`config.mk`:
```
export PLATFORM = sky130hd
export DESIGN_NAME = mmss_scan_ctrl
export DESIGN_NICKNAME = d
export VERILOG_FILES = /design/src/rtl/mmss_scan_ctrl.sv
export SDC_FILE = /design/constraint.sdc
export NUM_CORES = 1
export LEC_CHECK = 0
export BUFFER_PORTS_ARGS = -buffer_cell sky130_fd_sc_hd__buf_2
export CAP_MARGIN = 25
export CORE_ASPECT_RATIO = 1.2
export CORE_MARGIN = 10
export CORE_UTILIZATION = 40
export CTS_BUF_LIST = sky130_fd_sc_hd__clkbuf_8
export DETAILED_ROUTE_END_ITERATION = 6
export HOLD_SLACK_MARGIN = 0.15
export PLACE_DENSITY = 0.63
export RECOVER_POWER = 100
export SLEW_MARGIN = 5
export SYNTH_ARGS = -nofsm -noshare
export SYNTH_HDL_FRONTEND = slang
export SYNTH_SLANG_ARGS = --single-unit
```
`constraint.sdc`:
```
create_clock -name clk -period 4.35 [get_ports clk]
set_clock_uncertainty 0.05 [all_clocks]
set_input_delay 0.435 -clock clk [delete_from_list [all_inputs] [get_ports clk]]
set_output_delay 0.435 -clock clk [all_outputs]
set_load 0.02 [all_outputs]
```
`src/rtl/mmss_scan_ctrl.sv`:
```
// mmss_scan_ctrl: MM:SS stopwatch with a time-multiplexed 4-digit BCD scan output.
// A run/pause FSM gates a one-second prescaler, the seconds and minutes counters
// wrap at 59:59, and one shared tens/ones splitter feeds a registered digit output.
// Optional build macro: LEAD_ZERO_BLANK_EN blanks the minutes-tens digit while min < 10.
module mmss_scan_ctrl #(
    parameter int TICK_DIV = 50000000,
    parameter int SCAN_DIV = 50000
) (
    input  logic       clk,
    input  logic       rst_n,
    input  logic       start_stop,
    input  logic       clear,
    output logic [5:0] sec,
    output logic [5:0] min,
    output logic [3:0] digit,
    output logic [3:0] digit_sel,
    output logic       blank,
    output logic       running,
    output logic       rollover
);

    localparam int PW = $clog2(TICK_DIV);
    localparam int SW = (SCAN_DIV > 1) ? $clog2(SCAN_DIV) : 1;
    localparam logic [PW-1:0] P_LAST = PW'(TICK_DIV - 1);
    localparam logic [SW-1:0] S_LAST = SW'(SCAN_DIV - 1);

    localparam logic [1:0] S_IDLE  = 2'd0;
    localparam logic [1:0] S_RUN   = 2'd1;
    localparam logic [1:0] S_PAUSE = 2'd2;

    logic [1:0]    r_state;
    logic [1:0]    w_state_next;
    logic [PW-1:0] r_presc;
    logic [5:0]    r_sec;
    logic [5:0]    r_min;
    logic          r_roll;
    logic [SW-1:0] r_scan_cnt;
    logic [1:0]    r_scan_idx;
    logic [3:0]    r_digit;
    logic [3:0]    r_sel;
    logic          r_blank;

    logic          w_tick;
    logic [5:0]    w_scan_val;
    logic [2:0]    w_tens;
    logic [3:0]    w_tens_x10_lo;
    logic [3:0]    w_ones;

    assign w_tick = (r_state == S_RUN) && (r_presc == P_LAST);

    // Next-state logic: clear dominates, start_stop toggles between run and pause.
    always_comb begin
        w_state_next = r_state;
        if (clear) begin
            w_state_next = S_IDLE;
        end else if (start_stop) begin
            case (r_state)
                S_IDLE:  w_state_next = S_RUN;
                S_RUN:   w_state_next = S_PAUSE;
                S_PAUSE: w_state_next = S_RUN;
                default: w_state_next = S_IDLE;
            endcase
        end
    end

    // FSM state register.
    always_ff @(posedge clk or negedge rst_n) begin
        if (!rst_n) begin
            r_state <= S_IDLE;
        end else begin
            r_state <= w_state_next;
        end
    end

    // Prescaler, seconds/minutes counters and the wrap pulse; a tick on the same
    // edge as start_stop is still counted because counting only looks at r_state.
    always_ff @(posedge clk or negedge rst_n) begin
        if (!rst_n) begin
            r_presc <= '0;
            r_sec   <= 6'd0;
            r_min   <= 6'd0;
            r_roll  <= 1'b0;
        end else if (clear) begin
            r_presc <= '0;
            r_sec   <= 6'd0;
            r_min   <= 6'd0;
            r_roll  <= 1'b0;
        end else begin
            r_roll <= w_tick && (r_sec == 6'd59) && (r_min == 6'd59);
            if (w_tick) begin
                r_presc <= '0;
                if (r_sec == 6'd59) begin
                    r_sec <= 6'd0;
                    if (r_min == 6'd59) begin
                        r_min <= 6'd0;
                    end else begin
                        r_min <= r_min + 6'd1;
                    end
                end else begin
                    r_sec <= r_sec + 6'd1;
                end
            end else if (r_state == S_RUN) begin
                r_presc <= r_presc + 1'b1;
            end else if (r_state == S_IDLE) begin
                r_presc <= '0;
            end
        end
    end

    // Free-running scan timer: advances the digit index every SCAN_DIV cycles in every state.
    always_ff @(posedge clk or negedge rst_n) begin
        if (!rst_n) begin
            r_scan_cnt <= '0;
            r_scan_idx <= 2'd0;
        end else if (r_scan_cnt == S_LAST) begin
            r_scan_cnt <= '0;
            r_scan_idx <= r_scan_idx + 2'd1;
        end else begin
            r_scan_cnt <= r_scan_cnt + 1'b1;
        end
    end

    assign w_scan_val = r_scan_idx[1] ? r_min : r_sec;

    // Shared tens/ones splitter for a 0..59 value. Only the low nibble of 10*tens is
    // kept: ones is known to fit in 4 bits, so mod-16 subtraction gives the exact result.
    always_comb begin
        w_tens        = 3'd0;
        w_tens_x10_lo = 4'd0;
        if (w_scan_val >= 6'd50) begin
            w_tens        = 3'd5;
            w_tens_x10_lo = 4'd2;
        end else if (w_scan_val >= 6'd40) begin
            w_tens        = 3'd4;
            w_tens_x10_lo = 4'd8;
        end else if (w_scan_val >= 6'd30) begin
            w_tens        = 3'd3;
            w_tens_x10_lo = 4'd14;
        end else if (w_scan_val >= 6'd20) begin
            w_tens        = 3'd2;
            w_tens_x10_lo = 4'd4;
        end else if (w_scan_val >= 6'd10) begin
            w_tens        = 3'd1;
            w_tens_x10_lo = 4'd10;
        end
    end

    assign w_ones = w_scan_val[3:0] - w_tens_x10_lo;

    // Registered display outputs: digit, one-hot select and blanking share one cycle of latency.
    always_ff @(posedge clk or negedge rst_n) begin
        if (!rst_n) begin
            r_digit <= 4'd0;
            r_sel   <= 4'b0001;
            r_blank <= 1'b0;
        end else begin
            r_digit <= r_scan_idx[0] ? {1'b0, w_tens} : w_ones;
            r_sel   <= 4'b0001 << r_scan_idx;
`ifdef LEAD_ZERO_BLANK_EN
            r_blank <= (r_scan_idx == 2'd3) && (r_min < 6'd10);
`else
            r_blank <= 1'b0;
`endif
        end
    end

    assign sec       = r_sec;
    assign min       = r_min;
    assign digit     = r_digit;
    assign digit_sel = r_sel;
    assign blank     = r_blank;
    assign running   = (r_state == S_RUN);
    assign rollover  = r_roll;

endmodule

```
==> impl_metrics.toml, run 1 <==
[worst_setup_path]
worstPathRequired_ns = 4.66
r2r-start = "r_scan_idx[1]"
timing.rr.end = "digit[3]"
start_kind = "primary input"
path_class = "in -> async"
crit_path_end_kind = "asynchronous set/reset pin"
crit_fanout = 36
startpoint = "rst_n"
crit_path_end = "r_presc[10]"
r2r_cells = 8
r2r_slack_ns = 1.53
crit_arrival_ns = 3.12

[synth]
synthFlopType = "dfrtp_1"
ys_types = 57
yosysMostFrequentCell = "dfrtp_1"
synth_commonest_cells = "dfrtp_1, nor2_1, nand2_1"
yosysTopAreaCell = "dfrtp_1"
synth_edf_count = 0
seq_area_frac_synth = 0.468
syn_avg_cell_area_um2 = 9.64
netlist.area_leader.share = 0.461
yosys_warnings = 0
syn-instance-count = 372
syn-cell-area_um2 = 3590
async_flop_share = 1.00
synth_nets = 386
ys_seq_elements = 67
ys_top_cells_by_area = "dfrtp_1, nor2_1, nand2_1"

[clock_network]
cts_sinks = 67
cts-root-buf = "clkbuf_8"
cts_setup_buffers = 0
cts_resized = 0
clkTransAtPathRegs_ns = 0.07
insertion_delay_ns = 0.35
cts_buffer_depth = 2
cts_tree = "built"
ctsHtreeMaxLevel = 3
numCtsBuffers = 9

[sta]
final_max_slew_viol_count = 33
maxClockFrequency_mhz = 355
post-route-min-period_ns = 2.82
grt_setup_unrepaired = "false"
finalSetupViolCount = 0
relSlewSlack = -0.157
period_share = 0.647
tightest_slew_ns = 1.73
fin_setup_tns_ns = 0
hold_violations = 0

[finish]
num_antenna_cells = 0
drive_gt1_frac = 0.0833
finalInstanceArea_um2 = 4030
syn_to_final_growth_pct = 12.3
final_util = 0.465
finish.net_count = 417

[floorplan]
die_area_um2 = 13200
fp.coreArea_um2 = 8660
die_x_um = 106
pin_count = 27
start_util = 0.414
rows = 37
die_height_um = 124

[placement]
globalplace.congestion = 0.832
io_buffers = 25
dpl.hpwl_um = 5450
place_area_um2 = 3840

[power]
irDropWorstVdd_v = 0.000165
power_w = 0.00129
power.leakage_nw = 1.63
power_density_nw_per_um2 = 320

[route]
drtPass1Iterations = 4
drt_iter0_markers = 146
wl_per_cell_um = 14.3
via_count = 2822
drt_wl_total_um = 7490
detail-route-antenna-nets = 0
drc = 0
vias_per_cell = 5.38

[global_routing]
grt_start_max_net_pins = 37
grt_pass1_vias = 2771
antenna_found_initial = 0
track_usage = 0.118
grt_pass1_wl_um = 12700
grt_overflow = 0

[run_status]
violations = "capacitance limit, slew limit"
outcome = "complete, but fails checks"

[flow_run]
cap_violations = 1

[worst_hold_path]
hold_path.class = "in -> reg"
-- worst max-delay path, cell delays in order --
cell and delay [ns]:
dlygate4sd3_1 0.52, clkbuf_1 1.25, clkbuf_2 0.89
-- timing repair --
item                                   CTS  global route
setup endpoints to repair                0             0
endpoints found under the hold margin   30             0
hold buffers                             1             0
-- cells by family (layout without fill, tap and decap cells) --
group                    after synthesis  count (layout)  synth area share
buffers and inverters                 20              56            0.0230
multiplexers                          11              11            0.0328
other                                  1               1           0.00105
AND/OR/NAND/NOR                      172             172             0.256
adder cells (fa/ha/maj)               10              10            0.0370
XOR/XNOR                              30              30            0.0733
AO/OA/AOI/OAI                         61              61             0.109
flip-flops                            67              67             0.468
-- per-layer routing --
layer	part of all wire	wire length, µm	GRT usage	vias to the layer above
met5	0	0	0	-
met4	0.021	157	0.0593	0
met3	0.052	387	0.0403	12
met2	0.48	3600	0.205	49
met1	0.45	3340	0.126	1364
li1	-	-	-	1397
-- worst min-delay path by stage --
stage,to,from,cells past startpoint
2_1_floorplan,digit[0],rst_n,0
3_3_place_gp,r_scan_cnt[0],r_scan_cnt[0],1
3_5_place_dp,r_scan_cnt[0],r_scan_cnt[0],1
4_1_cts,r_state[0],start_stop,3
5_1_grt,r_state[1],start_stop,3
6_report,r_state[0],start_stop,3
-- state kept, by name, summed over array words and instances (netlist names) --
register	count
min	6
sec	6
r_state	2
digit_sel	4
digit	4
r_presc	26
rollover	1
r_scan_cnt	16
r_scan_idx	2
-- cells in the final DEF, fill, tap and decap left out, types with 8 or more instances in the layout --
master	n
ha_1	9
nor4_1	10
nor3_1	10
nand2_1	35
clkbuf_1	26
a21oi_1	16
dfrtp_1	66
xnor2_1	15
o21ai_0	15
xor2_1	15
nor2_1	45
nand3_1	19
clkbuf_8	9
nand4_1	10
a31oi_1	8
inv_1	10
-- layout make-up --
class | instances | area [µm²]
inverter | 10 | 37.5
clock buffer | 9 | 124
multi-input combinational | 285 | 1800
fill | 839 | 4630
tap | 117 | 146
timing repair buffer | 30 | 123
sequential | 67 | 1680
clock inverter | 7 | 116
-- where the power goes --
part,switching [W],internal (W)
clock,0.000238,0.000379
sequential,0.00000316,0.000625
combinational,0.0000318,0.0000105
-- through the flow --
| stage | instances | worst slack, ns | hold slack, ns |
|---|---|---|---|
| floorplan | 372 | 1.65 | 0.0894 |
| global placement | 506 | 1.70 | 0.416 |
| detailed placement | 508 | 1.58 | 0.420 |
| CTS | 525 | 1.57 | 0.323 |
| global route | 525 | 1.04 | 0.322 |
| finish | 525 | 1.53 | 0.334 |
(Power assumes the default switching activity.)
==> run 2: changes to the inputs <==
--- a/config.mk
+++ b/config.mk
@@ -5,6 +5,7 @@
 export SDC_FILE = /design/constraint.sdc
 export NUM_CORES = 1
 export LEC_CHECK = 0
+export ABC_AREA = 1
 export BUFFER_PORTS_ARGS = -buffer_cell sky130_fd_sc_hd__buf_2
 export CAP_MARGIN = 25
 export CORE_ASPECT_RATIO = 1.2
@@ -13,7 +14,7 @@
 export CTS_BUF_LIST = sky130_fd_sc_hd__clkbuf_8
 export DETAILED_ROUTE_END_ITERATION = 6
 export HOLD_SLACK_MARGIN = 0.15
-export PLACE_DENSITY = 0.63
+export PLACE_DENSITY = 0.65
 export RECOVER_POWER = 100
 export SLEW_MARGIN = 5
 export SYNTH_ARGS = -nofsm -noshare
==> constraint.sdc (replaced) <==
create_clock -name clk -period 2.31 [get_ports clk]
set_clock_uncertainty 0.05 [all_clocks]
set_input_delay 0.231 -clock clk [delete_from_list [all_inputs] [get_ports clk]]
set_output_delay 0.231 -clock clk [all_outputs]
set_load 0.02 [all_outputs]
==> run 2 against run 1 <==
  * The run ends with setup timing left
  * Clock-buffer cell count stayed put
  * Synthesized cell count is 48% higher
  * Critical path type is now reg -> reg
  * Largest cell class unchanged
  * Core utilization is 1.9 points higher
  * Cell area is 20% higher
  * Register-to-register slack worse by 1.6 ns
  * Highest routed layer unchanged
  * Flip-flop and latch count stayed put
  * Critical path depth is 12 higher
==> impl_metrics.toml, run 2 <==
[route]
drt_iter0_markers = 168
drt_wl_total_um = 9730
vias_per_cell = 4.95
drtPass1Iterations = 4
detail-route-antenna-nets = 0
wl_per_cell_um = 13.3
drc = 0
via_count = 3619

[sta]
hold_violations = 0
finalSetupViolCount = 1
relSlewSlack = 0.0240
tightest_slew_ns = 1.46
final_max_slew_viol_count = 0
post-route-min-period_ns = 2.39
period_share = 1.03
maxClockFrequency_mhz = 418
holdWs_ns = 0.424
grt_setup_unrepaired = "true"
worst_slack_ns = -0.0802

[worst_setup_path]
crit_fanout = 4
crit_family = "simple AND/OR/NAND/NOR gates"
crit_top_cell = "nand2_2"
max_stage_delay_ns = 0.47
crit_path_top_delay_cell = "dfrtp_2"
cp.buffers_inverters = 1
worstPathRequired_ns = 2.50
start_kind = "register"
crit_arrival_ns = 2.58
cp_cell_sequence = "clkbuf_16 -> nand2_1 -> nand2_2 -> nand2_2 -> nand2_2 -> nand3_2 -> nand2_2 -> nand2_2 -> nand2_4 -> ha_4 -> fa_2 -> xor2_2 -> nand3_1 -> nand2_1 -> nor2_1"
crit_path_end_kind = "register"
path_class = "reg -> reg"

[synth]
yosysMostFrequentCell = "nand2_1"
ys_top_cells_by_area = "dfrtp_1, nand2_1, nor2_1"
yosys_warnings = 0
syn-cell-area_um2 = 4100
async_flop_share = 1.00
seq_area_frac_synth = 0.409
syn_avg_cell_area_um2 = 7.46
synth_edf_count = 0
synthFlopType = "dfrtp_1"
syn-instance-count = 550
netlist.area_leader.share = 0.403
synth_nets = 564
ys_types = 40
yosysTopAreaCell = "dfrtp_1"
synth_commonest_cells = "nand2_1, nor2_1, dfrtp_1"
ys_seq_elements = 67

[floorplan]
fp.coreArea_um2 = 10000
die_x_um = 112
pin_count = 27
die_height_um = 131
rows = 40
start_util = 0.410
die_area_um2 = 14700

[finish]
fill_cells = 983
seqCellArea_um2 = 1680
finish.net_count = 614
layout_common_cells = "nand2_1, nor2_1, dfrtp_1, inv_1, nand3_1"
regMostFlops = "r_presc"
final_common_cell = "nand2_1"
top_regs = "r_presc: 26 flops, r_scan_cnt: 16 flops"
syn_to_final_growth_pct = 18.3
num_antenna_cells = 0
largest_reg_flops = 26
final_cells = 731
drive_gt1_frac = 0.221
multi_input_area_um2 = 2240
finalInstanceArea_um2 = 4850
final_util = 0.485

[placement]
place_area_um2 = 4460
globalplace.congestion = 0.953
dpl.hpwl_um = 7080
io_buffers = 25
dp_cells = 707

[run_status]
violations = "setup timing"
outcome = "complete, but fails checks"

[global_routing]
grt_start_max_net_pins = 68
track_usage = 0.132
grt_overflow = 0
antenna_found_initial = 0
grt_pass1_vias = 3500
grt_pass1_wl_um = 16000

[clock_network]
ctsHtreeMaxLevel = 3
clkTransAtPathRegs_ns = 0.08
cts_tree = "built"
cts_buffer_depth = 2
cts-root-buf = "clkbuf_8"
insertion_delay_ns = 0.35
numCtsBuffers = 9
cts_sinks = 67

[power]
irDropWorstVdd_v = 0.000242
power.leakage_nw = 2.26
power_density_nw_per_um2 = 483

[worst_hold_path]
hold_path.class = "reg -> reg"

[flow_run]
cap_violations = 0
==> run 2: changes by cell type after synthesis, moves of 8 or more <==
cell / delta
nand2_1: +127
inv_1: +53
nor2_1: +31
nand3_1: +13
xnor2_1: -12
a21oi_1: -9
a31oi_1: -8
inv_2: +8
nand2_2: +8
==> run 2: layout make-up <==
type	instances	area share
timing repair buffer	45	0.0645
inverter	71	0.0555
sequential	67	0.346
clock inverter	7	0.0142
multi-input combinational	406	0.462
clock buffer	9	0.0255
tap	126	0.0325
==> run 2: repair_timing <==
action | CTS | global route
gates resized for setup | 4 | 37
setup buffers | 0 | 3
hold endpoints to repair | 70 | 0
setup endpoints to repair | 1 | 2
pin swaps | 3 | 16
hold buffers | 4 | 0
gates cloned | 0 | 1
==> run 2: worst register-to-register path, delay by kind of cell, from the launching register on <==
family / cells / cell delay [ns]
AND/OR/NAND/NOR: 11 / 0.83
adder cells (fa/ha/maj): 2 / 0.57
flip-flops: 1 / 0.47
XOR/XNOR: 1 / 0.19
buffers and inverters: 1 / 0.18
==> run 2: path summary, 6_finish.rpt <==
path / from / to / slack [ns] / cells past startpoint
hold / removal: r_scan_cnt[13] / r_scan_cnt[13] / 0.42 / 1
setup / recovery: r_scan_idx[1] / digit[3] / -0.08 / 15
min in group asynchronous: rst_n / min[4] / 0.78 / 3
max in group asynchronous: rst_n / r_scan_idx[1] / 0.44 / 3
hold reg to reg: r_scan_cnt[13] / r_scan_cnt[13] / 0.42 / 1
setup reg to reg: r_scan_idx[1] / digit[3] / -0.08 / 15
==> run 2: kinds of logic (layout without fill, tap and decap cells) <==
kind of cell / after synthesis / in the layout / synth area share
other cells: 1 / 1 / 0.000914
fa+ha+maj: 10 / 10 / 0.0323
xor+xnor: 21 / 21 / 0.0448
buf+inv: 77 / 132 / 0.0747
mux: 2 / 2 / 0.00488
simple gates: 333 / 333 / 0.376
compound gates: 39 / 39 / 0.0577
flops: 67 / 67 / 0.409
==> run 2: power by group <==
group	leakage (nW)	switching [W]	internal, W
registers	0.913	0.0000181	0.00118
logic	1.25	0.000120	0.0000507
clock network	0.101	0.000475	0.000496
total	2.26	0.000613	0.00173
==> run 2: per-stage QoR <==
stage                     setup TNS [ns]  setup WS (ns)  total power, W
final                            -0.0802        -0.0802         0.00234
after global routing              -0.247         -0.166         0.00245
after detailed placement         -0.0749        -0.0749         0.00140
after global placement                 0         0.0755         0.00139
after CTS                              0        0.00385         0.00238
after floorplan                        0         0.0836         0.00133
==> run 2: metal layers <==
layer  GRT usage  vias to the layer above  wire length (µm)
met5           0                        -                 0
li1            -                     1839                 -
met1       0.148                     1669              4140
met2       0.221                       83              4840
met4      0.0762                        0               334
met3      0.0383                       28               414
==> run 3: changes to the inputs <==
--- a/config.mk
+++ b/config.mk
@@ -10,12 +10,13 @@
 export CAP_MARGIN = 25
 export CORE_ASPECT_RATIO = 1.2
 export CORE_MARGIN = 10
-export CORE_UTILIZATION = 40
+export CORE_UTILIZATION = 51
 export CTS_BUF_LIST = sky130_fd_sc_hd__clkbuf_8
 export DETAILED_ROUTE_END_ITERATION = 6
 export HOLD_SLACK_MARGIN = 0.15
-export PLACE_DENSITY = 0.65
+export PLACE_DENSITY = 0.75
 export RECOVER_POWER = 100
+export REMOVE_ABC_BUFFERS = 1
 export SLEW_MARGIN = 5
 export SYNTH_ARGS = -nofsm -noshare
 export SYNTH_HDL_FRONTEND = slang
==> constraint.sdc (replaced) <==
create_clock -name clk -period 2.2 [get_ports clk]
set_clock_uncertainty 0.05 [all_clocks]
set_input_delay 0.22 -clock clk [delete_from_list [all_inputs] [get_ports clk]]
set_output_delay 0.22 -clock clk [all_outputs]
set_load 0.02 [all_outputs]
==> run 3 against run 2 <==
  * The flow still finishes with violations (setup timing)
  * Routed wire length is 2.3% lower
  * Sequential share of layout area grew 0.27 points
  * Total power up 7.7%
  * Sequential power increased by 5%
  * Via count is 2.3% higher
  * Cell area decreased by 0.77%
  * Combinational power up 11%
  * Maximum frequency grew 6.6%
  * Flip-flop and latch count unchanged
==> impl_metrics.toml, run 3 (synthesized netlist as in run 2, its figures left out) <==
[run_status]
outcome = "complete, but fails checks"
violations = "setup timing"

[sta]
relSlewSlack = 0.00827
tightest_slew_ns = 1.49
maxClockFrequency_mhz = 446
period_share = 1.02
final_max_slew_viol_count = 0
holdWs_ns = 0.414
grt_setup_unrepaired = "true"
post-route-min-period_ns = 2.24
finalSetupViolCount = 1
worst_slack_ns = -0.0417
hold_violations = 0

[power]
power_frac_seq = 0.498
power_w = 0.00253
power_density_nw_per_um2 = 525
irDropWorstVdd_v = 0.000367
power.leakage_nw = 2.28
power_frac_comb = 0.075
switching_share = 0.270
p_sw_w = 0.000681
p_int_w = 0.00184
clkPwrFrac = 0.427

[route]
drt_wl_total_um = 9510
via_count = 3701
topRoutingLayerUsed = "met4"
wl_met1_um = 3950
drc = 0
wl_per_cell_um = 13.4
wl_met3_um = 409
vias_per_cell = 5.23
drt_iter0_markers = 202
wl_met2_um = 4890
detail-route-antenna-nets = 0
drtPass1Iterations = 4

[finish]
fill_cells = 708
finalInstanceArea_um2 = 4810
finish.net_count = 624
drive_gt1_frac = 0.213
largest_reg_flops = 26
syn_to_final_growth_pct = 17.4
top_regs = "r_presc: 26 flops, r_scan_cnt: 16 flops"
layout_common_cells = "nand2_1, nor2_1, dfrtp_1, inv_1, nand3_1"
final_common_cell = "nand2_1"
regMostFlops = "r_presc"
num_antenna_cells = 0

[worst_setup_path]
crit_fanout = 5
start_kind = "register"
crit_arrival_ns = 2.43
r2r_slack_ns = -0.04
crit_path_end_kind = "register"
worstPathRequired_ns = 2.39
path_class = "reg -> reg"
timing.rr.end = "digit[3]"
r2r_cells = 12
r2r-start = "r_scan_idx[1]"

[clock_network]
cts-root-buf = "clkbuf_8"
numCtsBuffers = 9
ctsHtreeMaxLevel = 3
clkTransAtPathRegs_ns = 0.08
insertion_delay_ns = 0.35
cts_tree = "built"
cts_buffer_depth = 2
cts_sinks = 67

[worst_hold_path]
min_to = "r_scan_cnt[13]"
hold_path.class = "reg -> reg"
hold_depth = 1
hold_path_startpoint = "r_scan_cnt[13]"

[placement]
place_area_um2 = 4490
globalplace.congestion = 0.929
dp_slack_ns = -0.121
io_buffers = 25
dpl.hpwl_um = 7190

[global_routing]
grt_start_max_net_pins = 68
grt_pass1_vias = 3714
antenna_found_initial = 0
grt_overflow = 0
track_usage = 0.164
grt_pass1_wl_um = 16400

[floorplan]
die_area_um2 = 12000
die_x_um = 102
die_height_um = 118
pin_count = 27
fp.coreArea_um2 = 7750
rows = 35
start_util = 0.529

[flow_run]
cap_violations = 0
[run 3: changes by cell type in the layout (fill, tap and decap cells not counted), sizes merged]
cell / change
inv: +2
clkbuf: -1
clkinv: -3
clkinvlp: +1
buf: +11
[run 3: power by group through the flow]
stage                     Clock [W]  Sequential, W  Combinational (W)
after global routing        0.00116        0.00126           0.000211
after CTS                   0.00111        0.00126           0.000196
after floorplan                   0        0.00129          0.0000919
after global placement            0        0.00128           0.000185
after detailed placement          0        0.00128           0.000189
final                       0.00108        0.00126           0.000188
[run 3: through the flow]
| step | TNS, ns | utilization | instances |
|---|---|---|---|
| after global placement | -0.0469 | 0.580 | 685 |
| after floorplan | -0.0786 | - | 544 |
| after CTS | 0 | 0.614 | 705 |
| after global routing | -0.309 | 0.621 | 707 |
| final | -0.0417 | 0.621 | 707 |
| after detailed placement | -0.121 | 0.580 | 685 |
[run 3: cell type report]
| type | instances | area (µm²) | area share |
|---|---|---|---|
| multi-input cells | 406 | 2180 | 0.454 |
| clock inverters | 7 | 82.6 | 0.0172 |
| repair buffers | 55 | 362 | 0.0751 |
| inverters | 71 | 267 | 0.0554 |
| flip-flops and latches | 67 | 1680 | 0.349 |
| well taps | 92 | 115 | 0.0239 |
| clock buffers | 9 | 124 | 0.0257 |
[run 3: how the worst max path moves through the flow]
stage                        from       end  depth (start not counted)
floorplan           r_scan_idx[1]  digit[3]                         12
detailed placement  r_scan_idx[1]  digit[3]                         15
global placement    r_scan_idx[1]  digit[3]                         13
CTS                 r_scan_idx[1]  digit[3]                         15
global route        r_scan_idx[1]  digit[3]                         15
finish              r_scan_idx[1]  digit[3]                         12
[run 3: worst max-delay path: stages (launching register included)]
cell	delay, ns
dfrtp_2	0.46
buf_4	0.16
o21ai_4	0.17
buf_4	0.13
nor2_1	0.03
o21ai_0	0.11
nand2_2	0.13
ha_4	0.17
fa_2	0.35
xor2_2	0.16
nand3_1	0.10
nand2_1	0.06
nor2_1	0.04
[run 3: what timing repair did]
action | CTS | global route
pin swaps | 1 | 1
endpoints found under the setup margin | 1 | 2
endpoints found under the hold margin | 70 | 0
setup buffers | 0 | 2
hold buffers | 4 | 0
gates resized for setup | 6 | 15
[run 3: layer usage]
metal	vias to the layer above	GRT usage
li1	1865	-
met1	1737	0.186
met2	79	0.285
met3	20	0.0379
met4	0	0.0716
met5	-	0
